File: config.mk
export PLATFORM = sky130hd
export DESIGN_NAME = move_logger
export DESIGN_NICKNAME = d
export VERILOG_FILES = /design/src/rtl/move_logger.sv
export SDC_FILE = /design/constraint.sdc
export NUM_CORES = 1
export LEC_CHECK = 0
export ABC_AREA = 1
export BUFFER_PORTS_ARGS = -buffer_cell sky130_fd_sc_hd__clkbuf_2
export CAP_MARGIN = 15
export CORE_ASPECT_RATIO = 1.25
export CORE_MARGIN = 2
export CORE_UTILIZATION = 26
export CTS_BUF_LIST = sky130_fd_sc_hd__clkbuf_8
export CTS_CLUSTER_DIAMETER = 50
export DETAILED_ROUTE_END_ITERATION = 16
export GPL_ROUTABILITY_DRIVEN = 0
export PLACE_DENSITY = 0.39
export SYNTH_ARGS = -nofsm -noshare
export SYNTH_HDL_FRONTEND = slang
export SYNTH_SLANG_ARGS = --single-unit
File: constraint.sdc
create_clock -name clk -period 2.4 [get_ports clk]
set_input_delay 0.24 -clock clk [delete_from_list [all_inputs] [get_ports clk]]
set_output_delay 0.24 -clock clk [all_outputs]
set_load 0.01 [all_outputs]
File: src/rtl/move_logger.sv
// Chess-board move logger: queues square writes as 10-bit records and streams
// each one over an 8N1 UART as an address byte followed by a piece byte.
module move_logger #(
    parameter int CLKS_PER_BIT = 217,
    parameter int DEPTH_LOG2   = 4
) (
    input  logic                  clk,
    input  logic                  rst,
    input  logic                  wr_en,
    input  logic [5:0]            wr_addr,
    input  logic [3:0]            wr_piece,
    input  logic                  clear,
    output logic                  uart_tx,
    output logic [DEPTH_LOG2:0]   fifo_count,
    output logic                  fifo_full,
    output logic                  overflow,
    output logic                  tx_busy
);

    localparam int DEPTH = 1 << DEPTH_LOG2;
    localparam int CNT_W = (CLKS_PER_BIT > 1) ? $clog2(CLKS_PER_BIT) : 1;
    localparam logic [CNT_W-1:0]    LAST_CNT   = CNT_W'(CLKS_PER_BIT - 1);
    localparam logic [DEPTH_LOG2:0] FULL_COUNT = {1'b1, {DEPTH_LOG2{1'b0}}};

    typedef enum logic [1:0] {
        IDLE  = 2'd0,
        START = 2'd1,
        DATA  = 2'd2,
        STOP  = 2'd3
    } tx_state_t;

    // ------------------------------------------------------------------
    // Record FIFO
    // ------------------------------------------------------------------
    logic [9:0]              mem [DEPTH];
    logic [9:0]              record_reg;
    logic [DEPTH_LOG2-1:0]   wr_ptr_reg;
    logic [DEPTH_LOG2-1:0]   rd_ptr_reg;
    logic [DEPTH_LOG2:0]     count_reg;
    logic                    overflow_reg;
    logic                    full;
    logic                    push;
    logic                    drop;
    logic                    pop;

    // Fullness is taken from the registered count, so a pop in the same cycle
    // never makes room for a write that arrives while full.
    assign full = (count_reg == FULL_COUNT);
    assign push = wr_en && !clear && !full;
    assign drop = wr_en && !clear && full;

    always_ff @(posedge clk) begin
        if (push) begin
            mem[wr_ptr_reg] <= {wr_addr, wr_piece};
        end
        if (pop) begin
            record_reg <= mem[rd_ptr_reg];
        end
    end

    always_ff @(posedge clk) begin
        if (rst) begin
            wr_ptr_reg   <= '0;
            rd_ptr_reg   <= '0;
            count_reg    <= '0;
            overflow_reg <= 1'b0;
        end else if (clear) begin
            wr_ptr_reg   <= '0;
            rd_ptr_reg   <= '0;
            count_reg    <= '0;
            overflow_reg <= 1'b0;
        end else begin
            if (push) begin
                wr_ptr_reg <= wr_ptr_reg + 1'b1;
            end
            if (pop) begin
                rd_ptr_reg <= rd_ptr_reg + 1'b1;
            end
            case ({push, pop})
                2'b10:   count_reg <= count_reg + 1'b1;
                2'b01:   count_reg <= count_reg - 1'b1;
                default: count_reg <= count_reg;
            endcase
            if (drop) begin
                overflow_reg <= 1'b1;
            end
        end
    end

    assign fifo_count = count_reg;
    assign fifo_full  = full;
    assign overflow   = overflow_reg;

    // ------------------------------------------------------------------
    // UART transmitter
    // ------------------------------------------------------------------
    tx_state_t          state_reg,    state_next;
    logic [CNT_W-1:0]   bit_cnt_reg,  bit_cnt_next;
    logic [2:0]         bit_idx_reg,  bit_idx_next;
    logic               byte_sel_reg, byte_sel_next;
    logic               uart_tx_reg,  uart_tx_next;
    logic               bit_end;
    logic [7:0]         byte0;
    logic [7:0]         byte1;
    logic [7:0]         tx_byte;

    // Bit 7 tags the byte type so a receiver can resynchronise mid-stream.
    assign byte0 = {2'b00,   record_reg[9:4]};
    assign byte1 = {4'b1000, record_reg[3:0]};

    generate
        for (genvar gi = 0; gi < 8; gi++) begin : g_byte_mux
            assign tx_byte[gi] = byte_sel_reg ? byte1[gi] : byte0[gi];
        end
    endgenerate

    assign bit_end = (bit_cnt_reg == LAST_CNT);

    always_comb begin
        state_next    = state_reg;
        bit_cnt_next  = bit_cnt_reg;
        bit_idx_next  = bit_idx_reg;
        byte_sel_next = byte_sel_reg;
        pop           = 1'b0;

        case (state_reg)
            IDLE: begin
                bit_cnt_next = '0;
                bit_idx_next = '0;
                if ((count_reg != '0) && !clear) begin
                    pop           = 1'b1;
                    byte_sel_next = 1'b0;
                    state_next    = START;
                end
            end
            START: begin
                if (bit_end) begin
                    bit_cnt_next = '0;
                    bit_idx_next = '0;
                    state_next   = DATA;
                end else begin
                    bit_cnt_next = bit_cnt_reg + 1'b1;
                end
            end
            DATA: begin
                if (bit_end) begin
                    bit_cnt_next = '0;
                    if (bit_idx_reg == 3'd7) begin
                        state_next = STOP;
                    end else begin
                        bit_idx_next = bit_idx_reg + 1'b1;
                    end
                end else begin
                    bit_cnt_next = bit_cnt_reg + 1'b1;
                end
            end
            STOP: begin
                if (bit_end) begin
                    bit_cnt_next = '0;
                    if (!byte_sel_reg) begin
                        byte_sel_next = 1'b1;
                        state_next    = START;
                    end else begin
                        state_next = IDLE;
                    end
                end else begin
                    bit_cnt_next = bit_cnt_reg + 1'b1;
                end
            end
            default: begin
                state_next = IDLE;
            end
        endcase
    end

    // Line level is decided from the next state so the pin itself is a flop.
    always_comb begin
        uart_tx_next = 1'b1;
        case (state_next)
            START:   uart_tx_next = 1'b0;
            DATA:    uart_tx_next = tx_byte[bit_idx_next];
            default: uart_tx_next = 1'b1;
        endcase
    end

    always_ff @(posedge clk) begin
        if (rst) begin
            state_reg    <= IDLE;
            bit_cnt_reg  <= '0;
            bit_idx_reg  <= '0;
            byte_sel_reg <= 1'b0;
            uart_tx_reg  <= 1'b1;
        end else begin
            state_reg    <= state_next;
            bit_cnt_reg  <= bit_cnt_next;
            bit_idx_reg  <= bit_idx_next;
            byte_sel_reg <= byte_sel_next;
            uart_tx_reg  <= uart_tx_next;
        end
    end

    assign uart_tx = uart_tx_reg;
    assign tx_busy = (state_reg != IDLE);

endmodule

; Word-level counts from Yosys, hierarchy flattened
; Memory sizes are Yosys's and may differ from the RTL's. A register that Yosys moved wholly into a read port is not among the register bits.
; Index checks and enable logic that the tools add are counted.
[op_classes]
n_addsub = 6
order_cmp = 1
eq_ne = 12
muxes = 31
n_reduce_logical = 14
[op_table]
columns = cell, n
row1 = one-hot mux 8 bit (2 select lines), 1
row2 = two-way mux 1 bit, 15
row3 = two-way mux 2 bit, 5
row4 = one-hot mux 5 bit (2 select lines), 1
row5 = two-way mux 3 bit, 3
row6 = one-hot mux 3 bit (3 select lines), 1
row7 = "adder 4 x 1 -> 4 bit, second input constant", 2
row8 = "adder 8 x 1 -> 8 bit, second input constant", 1
row9 = "== test 2 bit, second input constant", 4
row10 = "== test 8 bit, second input constant", 1
row11 = two-way mux 8 bit, 1
row12 = one-hot mux 2 bit (4 select lines), 1
row13 = "== test 2 x 1 -> 1 bit, second input constant", 3
row14 = nonzero test 2 bit, 3
row15 = "adder 5 x 1 -> 5 bit, second input constant", 1
row16 = "== test 5 bit, second input constant", 1
row17 = nonzero test 5 bit, 1
row18 = "subtractor 5 x 1 -> 5 bit, second input constant", 1
row19 = logical AND 1 bit, 4
row20 = "less-than comparator 3 x 4 -> 1 bit, second input constant", 1
row21 = "!= test 2 bit, second input constant", 2
row22 = one-hot mux 1 bit (2 select lines), 2
row23 = "adder 3 x 1 -> 3 bit, second input constant", 1
row24 = binary-select mux 1 bit (select 3 bit), 1
row25 = 6 further kinds, 7
[word_totals]
register_bits = 29
mem_bits_rw = 160
elab_cells = 74
n_memories = 1
[mem_list]
columns = memory, depth, width, read_ports, rd_ports_with_merged_regs, write_ports, line
row1 = mem, 16, 10, 1, 1, 1, 35  ; logic [9:0] mem [DEPTH];

; Depth between registers and ports, before layout
; Gate-level depths: netlist of the first run.
[logic_depth]
word_depth = 7
mapped_depth = 16
ltp_nobuf = 16

; Least setup slack after synthesis of the first run
; Ideal clock, no wire load.
[synth_timing]
kind = register to register
start = register count_reg[2] (netlist: fifo_count[2])
end = register count_reg[4] (netlist: fifo_count[4])
arrival_ps = 2302
required_time_ps = 2281
slack_ps = -21
path_stages_with_launch = 16
path_buffers = 0
synth_period_minus_slack_ps = 2421
path_cell_list = dfxtp_1 > inv_1 > nand4_1 > nand3_2 > inv_1 > ha_1 > xor2_1 > ha_1 > inv_1 > nand2_1 > a31oi_1 > nor2_1 > nor2_1 > nand2_1 > o21ai_1 > a21oi_1
[synth_between]
elab_chain_cells = 6
[synth_rtl]
columns = item, line
row1 = start: declaration, 39  ; logic [DEPTH_LOG2:0] count_reg;
row2 = start signal: assignment, 80  ; 2'b10: count_reg <= count_reg + 1'b1;
row3 = start signal: assignment, 81  ; 2'b01: count_reg <= count_reg - 1'b1;
row4 = start signal: assignment, 82  ; default: count_reg <= count_reg;
row5 = nonzero test 5 bit *, 130  ; if ((count_reg != '0) && !clear) begin
row6 = logical AND 1 bit *, 130
row7 = two-way mux 1 bit *, 130
row8 = two-way mux 1 bit *, 126  ; case (state_reg)
row9 = via pop, 44  ; logic pop;
row10 = == test 2 x 1 -> 1 bit or == test 2 bit (tied branches), 79  ; case ({push, pop})
row11 = one-hot mux 5 bit (2 select lines) or nonzero test 2 bit (tied branches), --
; Mark *: on every way through the listed nets, which the timed path passes. The rest lies on a longest branch.
; A chain may end at the register's enable or synchronous reset.

; Worst setup path after layout of the first run
[layout_timing]
start = register count_reg[1] (netlist: fifo_count[1])
end = memory mem[13][3], enable pin
[layout_between]
elab_chain_cells = 5
[layout_rtl]
columns = item, line
row1 = == test 5 bit, 48  ; assign full = (count_reg == FULL_COUNT);
row2 = zero test 1 bit, 49  ; assign push = wr_en && !clear && !full;
row3 = logical AND 1 bit, 49
row4 = two-way mux 1 bit, 53  ; if (push) begin
row5 = two-way mux 1 bit (not written as such), 54  ; mem[wr_ptr_reg] <= {wr_addr, wr_piece};
row6 = end: declaration, 35
; No other way between the ends.

==> results of run 1 <==
[synth_stat cells, types with 3 or more instances]
| cell type | count | area share (%) |
|---|---|---|
| sky130_fd_sc_hd__a21oi_1 | 18 | 1.1 |
| sky130_fd_sc_hd__buf_2 | 6 | 0.36 |
| sky130_fd_sc_hd__clkbuf_1 | 21 | 0.95 |
| sky130_fd_sc_hd__clkbuf_2 | 3 | 0.18 |
| sky130_fd_sc_hd__dfxtp_1 | 29 | 7.0 |
| sky130_fd_sc_hd__edfxtp_1 | 170 | 62 |
| sky130_fd_sc_hd__ha_1 | 12 | 1.8 |
| sky130_fd_sc_hd__inv_1 | 49 | 2.2 |
| sky130_fd_sc_hd__inv_2 | 7 | 0.32 |
| sky130_fd_sc_hd__mux2i_1 | 4 | 0.48 |
| sky130_fd_sc_hd__nand2_1 | 56 | 2.5 |
| sky130_fd_sc_hd__nand2_2 | 5 | 0.38 |
| sky130_fd_sc_hd__nand2_4 | 4 | 0.54 |
| sky130_fd_sc_hd__nand3_1 | 18 | 1.1 |
| sky130_fd_sc_hd__nand3_2 | 3 | 0.36 |
| sky130_fd_sc_hd__nand4_1 | 3 | 0.23 |
| sky130_fd_sc_hd__nor2_1 | 141 | 6.4 |
| sky130_fd_sc_hd__nor3b_1 | 3 | 0.27 |
| sky130_fd_sc_hd__o21ai_0 | 102 | 6.2 |
| sky130_fd_sc_hd__o21ai_1 | 6 | 0.36 |
| sky130_fd_sc_hd__o21bai_1 | 3 | 0.27 |
| sky130_fd_sc_hd__o22ai_1 | 48 | 3.6 |
| sky130_fd_sc_hd__xor2_1 | 4 | 0.42 |
[final timing paths]
path / endpoint / from
max reg2reg: mem[13][3] / fifo_count[1]
max: mem[13][3] / fifo_count[1]
min: rd_ptr_reg[2] / clear
min reg2reg: bit_cnt_reg[0] / bit_cnt_reg[0]
[cell families (layout without fill, tap and decap cells)]
kind of cell / after synthesis / in the layout / share of synthesized area [%]
xor+xnor: 5 / 5 / 0.6194
buf+inv: 89 / 155 / 4.170
flops: 199 / 199 / 68.65
fa+ha+maj: 12 / 12 / 1.813
simple gates: 238 / 238 / 12.28
mux: 4 / 4 / 0.4835
compound gates: 182 / 182 / 11.98
[stage by stage]
| stage | util [%] | area, sq um | hold WS (ps) | std cells | setup TNS (ps) |
|---|---|---|---|---|---|
| 3_5_place_dp | 28.87 | 9124 | 444.1 | 1173 | 0 |
| 5_1_grt | 30.30 | 9575 | 139.6 | 1207 | -0.3617 |
| 2_1_floorplan | - | 8288 | 309.1 | 729 | 0 |
| 4_1_cts | 30.16 | 9532 | 113.6 | 1206 | 0 |
| 6_report | 30.30 | 9575 | 139.5 | 1207 | 0 |
| 3_3_place_gp | 28.87 | 9124 | 435.1 | 1173 | 0 |
[report_power, final]
group / switching, W / internal [W]
Combinational: 0.000391 / 0.000189
Sequential: 0.0000183 / 0.00380
Clock: 0.00126 / 0.000951
[layout make-up]
type | instances | area (sq um)
inverter | 57 | 217.7
multi-input combinational | 441 | 2282
clock buffer | 17 | 234.0
clock inverter | 15 | 163.9
sequential | 199 | 5694
tap | 412 | 515.5
fill | 3316 | 22030
timing repair buffer | 66 | 467.9
[worst reg2reg max path, cell delays in order (launching register included)]
cell and delay (ps):
sky130_fd_sc_hd__dfxtp_1 340, sky130_fd_sc_hd__inv_1 70, sky130_fd_sc_hd__nand3_1 90, sky130_fd_sc_hd__nor2_2 60, sky130_fd_sc_hd__inv_1 60, sky130_fd_sc_hd__nand2_2 90, sky130_fd_sc_hd__inv_1 130, sky130_fd_sc_hd__nand2_1 120
sky130_fd_sc_hd__nor2_1 800
[routing by layer]
| layer | routed length, um | track usage (%) | part of all wire, % |
|---|---|---|---|
| met3 | 593 | 2.359 | 2.8 |
| met4 | 316 | 4.010 | 1.5 |
| met1 | 10060 | 17.88 | 47 |
| met5 | 0 | 0 | 0 |
| met2 | 10330 | 21.92 | 48 |
[repair_timing]
| action | 4_1_cts | 5_1_grt |
|---|---|---|
| setup buffers | 0 | 1 |
| endpoints found under the hold margin | 4 | 0 |
| endpoints found under the setup margin | 0 | 1 |
| hold buffers | 1 | 0 |
| resized for setup | 0 | 9 |
==> flow_summary.rst, run 1 <==
.. list-table::
   :header-rows: 1

   * - Metric
     - Value
   * - Leftover overflow at the end of global routing
     - 0
   * - Count of mapped cells out of synthesis
     - about 730
   * - Most common library cell in the layout ignoring fill and taps
     - sky130_fd_sc_hd__edfxtp_1
   * - Area of the die
     - around 0.033 sq mm
   * - Length of the first detailed-routing pass in iterations
     - 5
   * - Slowest cell on the critical path
     - sky130_fd_sc_hd__nor2_1
   * - Crit-path cells
     - inv_1 -> nand3_1 -> nor2_2 -> inv_1 -> nand2_2 -> inv_1 -> nand2_1 -> nor2_1
   * - Data required time at the worst endpoint
     - 2500 ps
   * - CP Capture Type
     - register
   * - Clk slew on worst S/H paths
     - around 110 ps
   * - Result of the run
     - finished clean
   * - Stages on the worst setup path
     - 8
   * - Row Count
     - 73
   * - # setup viols final
     - 0
   * - Tmin final
     - between 2000 and 2500 ps
   * - Estimated wirelength of the detail-placed design
     - 14160 um
   * - Global-route wire length before repair
     - roughly 33000 um
   * - GRT Total Usage
     - about an eighth
   * - Portion of the post-synthesis area used by sequential elements
     - roughly two thirds
   * - Root Buffer
     - sky130_fd_sc_hd__clkbuf_8
   * - Max-slew violations
     - 0
   * - Clock insertion delay at the later pin of the skew report
     - 470 ps
   * - Vias in the first global route
     - 5498
   * - DRT iter0 DRCs
     - approximately 340
   * - Highest net fanout along the worst path
     - 10
   * - N_diodes
     - 0
   * - Post-synth top flop
     - sky130_fd_sc_hd__edfxtp_1
   * - Drt drc
     - 0
   * - Yosys reg bits
     - 199
   * - Vertical die dimension
     - 203.5 um
   * - Starting utilization of the core area
     - about a quarter
   * - Upper clock frequency limit
     - about 0.47 GHz
   * - Min-Delay Path Class
     - in -> reg
   * - Worst EP arrival
     - 2240 ps
   * - Yosys synthesis warning count
     - 0
   * - Worst-case register-to-register setup slack
     - approximately 250 ps
   * - Layout cell share with drive strength beyond 1
     - between 15 and 20%
   * - Most frequent cells in the layout
     - 170 x sky130_fd_sc_hd__edfxtp_1, 139 x sky130_fd_sc_hd__nor2_1, 102 x sky130_fd_sc_hd__o21ai_0
   * - Post-synth ARST share
     - 0%
   * - Crit Path Category
     - reg -> reg
   * - CTS max path bufs
     - 2
   * - I/O Buffers
     - 22
   * - Library cell appearing most often on the critical path
     - sky130_fd_sc_hd__inv_1
   * - Largest net degree at the start of global routing
     - 49
   * - Power, Total
     - 0.006612 W
   * - Via count
     - ~5500
   * - Number of routed nets with antenna violations
     - 0
   * - Relative slew slack
     - about 30%
   * - Mean Syn Cell Area
     - approximately 11 sq um
   * - Number of nets in the synthesized netlist
     - 755
   * - Worst Reg-to-Reg Cells
     - 8
   * - Pwr dens
     - 690.5 mW/mm^2
   * - CP delay by family, top
     - simple AND/OR/NAND/NOR gates
   * - Area Overhead vs Synth
     - 15.62%
   * - I/O pin count
     - 23
   * - Max reg flops
     - between 150 and 200
   * - Routed wire per std cell
     - around 18 um
   * - Width of the die
     - around 160 um
   * - Inserted Clock Buffers
     - 17
   * - Endpoints failing hold
     - 0
   * - Number of buffers and inverters on the critical path
     - 3
   * - Core Region
     - 0.03160 sq mm
   * - Instance count along the most critical hold path
     - 4
   * - Count of flip-flops with a built-in enable after synthesis
     - 170
   * - Via density per instance
     - 4.540
   * - PnR worst setup slack
     - ~250 ps
   * - Max_cap viols
     - 0
   * - Worst path max stage delay
     - 800 ps
   * - Worst Setup Slack post-DPL
     - ~130 ps
   * - Number of nets in the finished design
     - 808
   * - Peak supply drop
     - 0.2960 mV
   * - Clock Sinks
     - 199
   * - CTS tree
     - yes
   * - Initial antenna violation count
     - 0
   * - Wirelength, routed
     - between 20000 and 25000 um
   * - Critical Path Source Type
     - register
   * - Depth of the CTS H-tree
     - 4
   * - Slew at the pin with the worst max-slew slack
     - approximately 1000 ps
   * - Leak
     - between 3 and 4 nW
   * - Post-Syn Area
     - ~0.0083 sq mm
   * - Final cycle utilization of the critical path
     - between 80% and 90%
   * - Count of cell types in the netlist
     - 33
   * - Clock skew
     - 10.98 ps
Note: power is estimated with default switching activity, not from simulation.
==> run 2, diff against run 1 <==
Clock period 2.4 ns to 1.7 ns, I/O delays scaled along.
==> flow_summary.rst, run 2 (same netlist as run 1, synthesis figures left out) <==
.. list-table::
   :header-rows: 1

   * - Metric
     - Value
   * - Max-slew violations
     - 0 (unchanged)
   * - Final cycle utilization of the critical path
     - 126.6% (+37 points)
   * - Via density per instance
     - 4.558 (+0.40%)
   * - Root Buffer
     - sky130_fd_sc_hd__clkbuf_8
   * - Critical Path Source Type
     - register
   * - Upper clock frequency limit
     - 0.4646 GHz (-0.27%)
   * - Vias in the first global route
     - 5795 (+5.4%)
   * - Inserted Clock Buffers
     - 17 (unchanged)
   * - Result of the run
     - complete, but fails checks
   * - Most common library cell in the layout ignoring fill and taps
     - sky130_fd_sc_hd__edfxtp_1
   * - Number of nets in the finished design
     - 849 (+5.1%)
   * - Max reg flops
     - 160 (unchanged)
   * - Sequential power share
     - 57.5% (-0.2 points)
   * - DRT iter0 DRCs
     - 391 (+14%)
   * - Endpoints failing hold
     - 0 (unchanged)
   * - Crit Path Category
     - reg -> reg
   * - Core Region
     - 0.03160 sq mm (unchanged)
   * - Count of non-filler cells in the finished layout
     - 1247 (+3.3%)
   * - Wirelength, routed
     - 22410 um (+5.2%)
   * - Placed Instances
     - 1192 (+1.6%)
   * - CP Capture Type
     - register
   * - Clk slew on worst S/H paths
     - 100 ps (about the same)
   * - Setup repair after global routing missed its margin
     - yes
   * - Internal power
     - 0.006976 W (+41%)
   * - Tmin final
     - 2153 ps (+5.805 ps)
   * - Drt drc
     - 0 (unchanged)
   * - Area Overhead vs Synth
     - 29.11%
   * - Leftover overflow at the end of global routing
     - 0 (unchanged)
   * - Violations in the final reports
     - negative setup slack
   * - Clock Sinks
     - 199 (unchanged)
   * - Psw
     - 0.002409 W (+44%)
   * - PnR worst setup slack
     - -452.6 ps (-705.8 ps)
   * - Starting utilization of the core area
     - 26.21% (unchanged)
   * - Worst EP arrival
     - 2530 ps (+290 ps)
   * - Row Count
     - 73 (unchanged)
   * - I/O pin count
     - 23 (unchanged)
   * - Via count
     - 5684 (+3.7%)
   * - Clock network power share
     - 31.4% (-2.1 points)
   * - # setup viols final
     - 106 (+106)
   * - Clock skew
     - 13.42 ps (+2.445 ps)
   * - Depth of the CTS H-tree
     - 4 (unchanged)
   * - Area of the die
     - 0.03331 sq mm (unchanged)
   * - Routed wire per std cell
     - 17.97 um (+1.8%)
   * - Highest net fanout along the worst path
     - 3 (-7)
   * - Logic pwr share
     - 11.1% (+2.3 points)
   * - CTS max path bufs
     - 2 (unchanged)
   * - Width of the die
     - 163.6 um (unchanged)
   * - Data required time at the worst endpoint
     - 2080 ps (-420 ps)
   * - Length of the first detailed-routing pass in iterations
     - 4 (-1)
   * - Leak
     - 3.662 nW (+9.9%)
   * - Most frequent cells in the layout
     - 170 x sky130_fd_sc_hd__edfxtp_1, 119 x sky130_fd_sc_hd__nor2_1, 97 x sky130_fd_sc_hd__o21ai_0
   * - Sw Share
     - 25.67% (+0.36 points)
   * - Slew at the pin with the worst max-slew slack
     - 451.5 ps (-595.1 ps)
   * - GRT Total Usage
     - 13.98% (+0.67 points)
   * - Min-Delay Path Class
     - in -> reg
   * - Total non-filler cell area in the finished layout
     - 0.01069 sq mm (+12%)
   * - N_diodes
     - 0 (unchanged)
   * - Relative slew slack
     - 69.86% (+40 points)
   * - Layout cell share with drive strength beyond 1
     - 27.78% (+11 points)
   * - Placed instance area
     - 0.009694 sq mm (+6.3%)
   * - Peak supply drop
     - 0.3667 mV (+24%)
   * - Global-route wire length before repair
     - 34220 um (+3.6%)
   * - Number of routed nets with antenna violations
     - 0 (unchanged)
   * - Pwr dens
     - 877.6 mW/mm^2 (+27%)
   * - Max_cap viols
     - 0 (unchanged)
   * - I/O Buffers
     - 22 (unchanged)
   * - Estimated wirelength of the detail-placed design
     - 14050 um (-0.75%)
   * - Vertical die dimension
     - 203.5 um (unchanged)
   * - Initial antenna violation count
     - 0 (unchanged)
   * - Clock insertion delay at the later pin of the skew report
     - 480 ps (about the same)
   * - CTS tree
     - yes
   * - Largest net degree at the start of global routing
     - 45 (-8.2%)
run 2: cell types whose count changed in the layout (fill, tap and decap cells not counted), sizes merged:
| cell | delta |
|---|---|
| clkinv | -2 |
| clkbuf | +3 |
| inv | -2 |
| clkinvlp | +4 |
| bufinv | -1 |
| buf | +38 |
run 2: power by group through the flow:
stage               Sequential (W)  Combinational, W  Clock [W]
finish                     0.00539           0.00104    0.00295
global route               0.00540           0.00115    0.00324
CTS                        0.00539          0.000996    0.00307
detailed placement         0.00550          0.000911          0
global placement           0.00550          0.000889          0
floorplan                  0.00551          0.000471          0
run 2: metrics by stage:
| stage | hold WS [ps] | setup TNS [ps] | util [%] | total power [W] | setup WS, ps |
|---|---|---|---|---|---|
| after floorplan | 239.1 | -1620 | - | 0.005983 | -614.1 |
| after global placement | 429.7 | -21590 | 30.68 | 0.006391 | -471.7 |
| after detailed placement | 443.1 | -29700 | 30.68 | 0.006415 | -488.0 |
| after CTS | 42.64 | -9110 | 33.10 | 0.009457 | -381.3 |
| after global routing | 89.14 | -25430 | 33.83 | 0.009791 | -586.9 |
| final | 81.22 | -8886 | 33.83 | 0.009384 | -452.6 |
run 2: path summary, 6_finish.rpt:
check                 startpoint        endpoint  slack (ps)  cells after the start
hold reg to reg   bit_cnt_reg[0]  bit_cnt_reg[0]         440                      1
setup reg to reg   fifo_count[3]   fifo_count[4]        -450                     15
hold / removal             clear        overflow          80                      4
setup / recovery   fifo_count[3]   fifo_count[4]        -450                     15
run 2: what timing repair did:
action | CTS | global route
gates cloned | 4 | 0
hold buffers | 1 | 0
setup buffers | 15 | 7
resized for setup | 39 | 55
setup endpoints to repair | 166 | 176
endpoints found under the hold margin | 4 | 0
pin swaps | 14 | 28
run 2: layer usage:
metal	wire (um)	global-route usage [%]
met1	9565	16.79
met2	11780	24.91
met3	602	2.461
met4	461	5.075
met5	0	0
run 2: critical path, cell delays in order, from the launching register on:
cell	delay, ps
sky130_fd_sc_hd__dfxtp_4	360
sky130_fd_sc_hd__nor2_4	100
sky130_fd_sc_hd__nand4_1	140
sky130_fd_sc_hd__nand3_4	140
sky130_fd_sc_hd__clkinvlp_4	110
sky130_fd_sc_hd__ha_4	200
sky130_fd_sc_hd__xor2_4	160
sky130_fd_sc_hd__ha_4	160
sky130_fd_sc_hd__inv_2	50
sky130_fd_sc_hd__nand2_2	60
sky130_fd_sc_hd__a31oi_2	170
sky130_fd_sc_hd__nor2_1	60
sky130_fd_sc_hd__nor2_1	100
sky130_fd_sc_hd__nand2_1	90
sky130_fd_sc_hd__o21ai_1	110
sky130_fd_sc_hd__a21oi_1	50
run 2: final cells by class:
type                       count  area (sq um)
clock buffer                  17         234.0
clock inverter                14         145.1
fill                        3194         20910
inverter                      57         230.2
multi-input combinational    441          2680
sequential                   199          5698
tap                          412         515.5
timing repair buffer         107          1190
==> run 3, diff against run 2 <==
Settings changed: REMOVE_ABC_BUFFERS set to 1.
==> flow_summary.rst, run 3 (same netlist as run 1, synthesis figures left out) <==
.. list-table::
   :header-rows: 1

   * - Metric
     - Value
   * - Result of the run
     - complete, but fails checks
   * - Violations in the final reports
     - negative setup slack
   * - Logic pwr share
     - 10.7% (-0.4 points)
   * - Clock skew
     - 15.81 ps (+2.391 ps)
   * - Clock insertion delay at the later pin of the skew report
     - 490 ps (about the same)
   * - Area Overhead vs Synth
     - 27.29%
   * - Wirelength, routed
     - 21350 um (-4.7%)
   * - Placed instance area
     - 0.009610 sq mm (-0.86%)
   * - Max_cap viols
     - 0 (unchanged)
   * - Internal power
     - 0.007170 W (+2.8%)
   * - I/O pin count
     - 23 (unchanged)
   * - Worst r2r src
     - fifo_count[3]
   * - PnR worst setup slack
     - -368.0 ps (+84.64 ps)
   * - Critical Path Source Type
     - register
   * - Vias in the first global route
     - 5759 (-0.62%)
   * - Initial antenna violation count
     - 0 (unchanged)
   * - Upper clock frequency limit
     - 0.4836 GHz (+4.1%)
   * - Number of nets in the finished design
     - 856 (+0.82%)
   * - Worst EP arrival
     - 2460 ps (-70 ps)
   * - Peak-usage layer in the global routing report
     - met2
   * - Slew at the pin with the worst max-slew slack
     - 488.8 ps (+37.28 ps)
   * - Most frequent cells in the layout
     - 170 x sky130_fd_sc_hd__edfxtp_1, 120 x sky130_fd_sc_hd__nor2_1, 91 x sky130_fd_sc_hd__o21ai_0
   * - Via count
     - 5579 (-1.8%)
   * - CTS tree
     - yes
   * - Endpoints failing hold
     - 0 (unchanged)
   * - Core Region
     - 0.03160 sq mm (unchanged)
   * - I/O Buffers
     - 22 (unchanged)
   * - Worst Setup Slack post-DPL
     - -470.6 ps (+17.33 ps)
   * - Final cycle utilization of the critical path
     - 121.6% (-5.0 points)
   * - Global-route met1 utilization
     - 16.80% (about the same)
   * - Setup repair after global routing missed its margin
     - yes
   * - Pwr dens
     - 915.6 mW/mm^2 (+4.3%)
   * - Vertical die dimension
     - 203.5 um (unchanged)
   * - Beginning of the worst hold path
     - clear
   * - Clk slew on worst S/H paths
     - 110 ps (about the same)
   * - Starting utilization of the core area
     - 26.21% (unchanged)
   * - Peak supply drop
     - 0.3879 mV (+5.8%)
   * - Routed wire per std cell
     - 17.01 um (-5.3%)
   * - Width of the die
     - 163.6 um (unchanged)
   * - Inserted Clock Buffers
     - 17 (unchanged)
   * - Tmin final
     - 2068 ps (-84.64 ps)
   * - Data required time at the worst endpoint
     - 2090 ps (about the same)
   * - Leak
     - 3.704 nW (+1.1%)
   * - Setup TNS
     - -1079 ps (+7807 ps)
   * - Root Buffer
     - sky130_fd_sc_hd__clkbuf_8
   * - Number of routed nets with antenna violations
     - 0 (unchanged)
   * - Drt drc
     - 0 (unchanged)
   * - Power, Total
     - 0.009651 W (+2.8%)
   * - Largest net degree at the start of global routing
     - 37 (-18%)
   * - Row Count
     - 73 (unchanged)
   * - DRT iter0 DRCs
     - 369 (-5.6%)
   * - Area of the die
     - 0.03331 sq mm (unchanged)
   * - Most common library cell in the layout ignoring fill and taps
     - sky130_fd_sc_hd__edfxtp_1
   * - Psw
     - 0.002481 W (+3.0%)
   * - Final core area utilization
     - 33.36% (-0.48 points)
   * - Layout cell share with drive strength beyond 1
     - 27.76% (about the same)
   * - Clock Sinks
     - 199 (unchanged)
   * - Highest net fanout along the worst path
     - 3 (unchanged)
   * - GRT met2 Usage
     - 23.17% (-1.7 points)
   * - Clock network power share
     - 33.5% (+2.1 points)
   * - Min-Delay Path Class
     - in -> reg
   * - CTS max path bufs
     - 2 (unchanged)
   * - Sequential power share
     - 55.9% (-1.6 points)
   * - Length of the first detailed-routing pass in iterations
     - 5 (+1)
   * - Leftover overflow at the end of global routing
     - 0 (unchanged)
   * - CP Capture Type
     - register
   * - Max-slew violations
     - 0 (unchanged)
   * - Crit Path Category
     - reg -> reg
   * - Estimated wirelength of the detail-placed design
     - 14060 um (about the same)
   * - GRT Total Usage
     - 13.38% (-0.60 points)
   * - # setup viols final
     - 4 (-96%)
   * - Relative slew slack
     - 67.38% (-2.5 points)
   * - Max reg flops
     - 160 (unchanged)
   * - Sw Share
     - 25.71% (+0.041 points)
   * - Start point of the critical path
     - fifo_count[3]
   * - Total non-filler cell area in the finished layout
     - 0.01054 sq mm (-1.4%)
   * - Met3 GRT Util
     - 2.522% (+0.061 points)
   * - Global-route wire length before repair
     - 33130 um (-3.2%)
   * - Depth of the CTS H-tree
     - 4 (unchanged)
   * - N_diodes
     - 0 (unchanged)
   * - Via density per instance
     - 4.445 (-2.5%)
[run 3: cell count changes in the layout (fill, tap and decap cells not counted), moves of 3 or more]
| cell | before | now |
|---|---|---|
| sky130_fd_sc_hd__nor2_2 | 3 | 6 |
| sky130_fd_sc_hd__buf_12 | 26 | 19 |
| sky130_fd_sc_hd__clkinvlp_4 | 6 | 2 |
| sky130_fd_sc_hd__o21ai_0 | 97 | 91 |
| sky130_fd_sc_hd__buf_4 | 45 | 62 |
| sky130_fd_sc_hd__clkbuf_16 | 3 | 0 |
| sky130_fd_sc_hd__nor2_4 | 21 | 17 |
| sky130_fd_sc_hd__o21ai_1 | 10 | 15 |
[run 3: layout make-up]
cell class                      instances  area, sq um
Sequential cell                       199         5695
Fill cell                            3218        21060
Multi-Input combinational cell        441         2603
Inverter                               57        219.0
Clock buffer                           17        234.0
Tap cell                              412        515.5
Timing Repair Buffer                  114         1090
Clock inverter                         15        185.2
[run 3: metrics by stage]
step / cells / hold slack [ps]
floorplan: 697 / 239.1
global placement: 1212 / 465.4
detailed placement: 1212 / 475.4
CTS: 1250 / 34.55
global route: 1255 / 87.47
finish: 1255 / 76.45
[run 3: critical path: stages (launching register included)]
cell and delay, ps:
sky130_fd_sc_hd__dfxtp_2 350, sky130_fd_sc_hd__nor2_4 110, sky130_fd_sc_hd__nand4_1 140, sky130_fd_sc_hd__nand3_2 120, sky130_fd_sc_hd__inv_2 60, sky130_fd_sc_hd__ha_4 180, sky130_fd_sc_hd__xor2_2 160, sky130_fd_sc_hd__ha_4 160
sky130_fd_sc_hd__inv_2 50, sky130_fd_sc_hd__nand2_2 70, sky130_fd_sc_hd__a31oi_4 190, sky130_fd_sc_hd__nor2_1 60, sky130_fd_sc_hd__nor2_1 100, sky130_fd_sc_hd__nand2_1 80, sky130_fd_sc_hd__o21ai_1 130, sky130_fd_sc_hd__a21oi_1 50
[run 3: layer usage]
layer | wire length, um | up-vias | part of all wire [%]
met1 | 9485 | 2711 | 44
met2 | 10930 | 77 | 51
li1 | - | 2773 | -
met5 | 0 | - | 0
met4 | 366 | 0 | 1.7
met3 | 571 | 18 | 2.7
[run 3: timing repair]
item,CTS,global route
cloned,0,1
setup endpoints to repair,162,176
buffers inserted,5,4
hold endpoints to repair,4,0
pin swaps,9,23
resized for setup,63,62
hold buffers,1,0
[run 3: final timing paths]
check	slack [ps]	cells after the start	endpoint
setup / recovery	-370	15	fifo_count[4]
hold reg to reg	500	2	overflow
setup reg to reg	-370	15	fifo_count[4]
hold / removal	80	4	overflow
[run 3: power by group through the flow]
| stage | Combinational, W | Sequential, W | Clock, W |
|---|---|---|---|
| 2_1_floorplan | 0.000396 | 0.00554 | 0 |
| 3_5_place_dp | 0.000926 | 0.00550 | 0 |
| 6_report | 0.00103 | 0.00539 | 0.00323 |
| 5_1_grt | 0.00115 | 0.00540 | 0.00354 |
| 3_3_place_gp | 0.000932 | 0.00550 | 0 |
| 4_1_cts | 0.000980 | 0.00539 | 0.00337 |
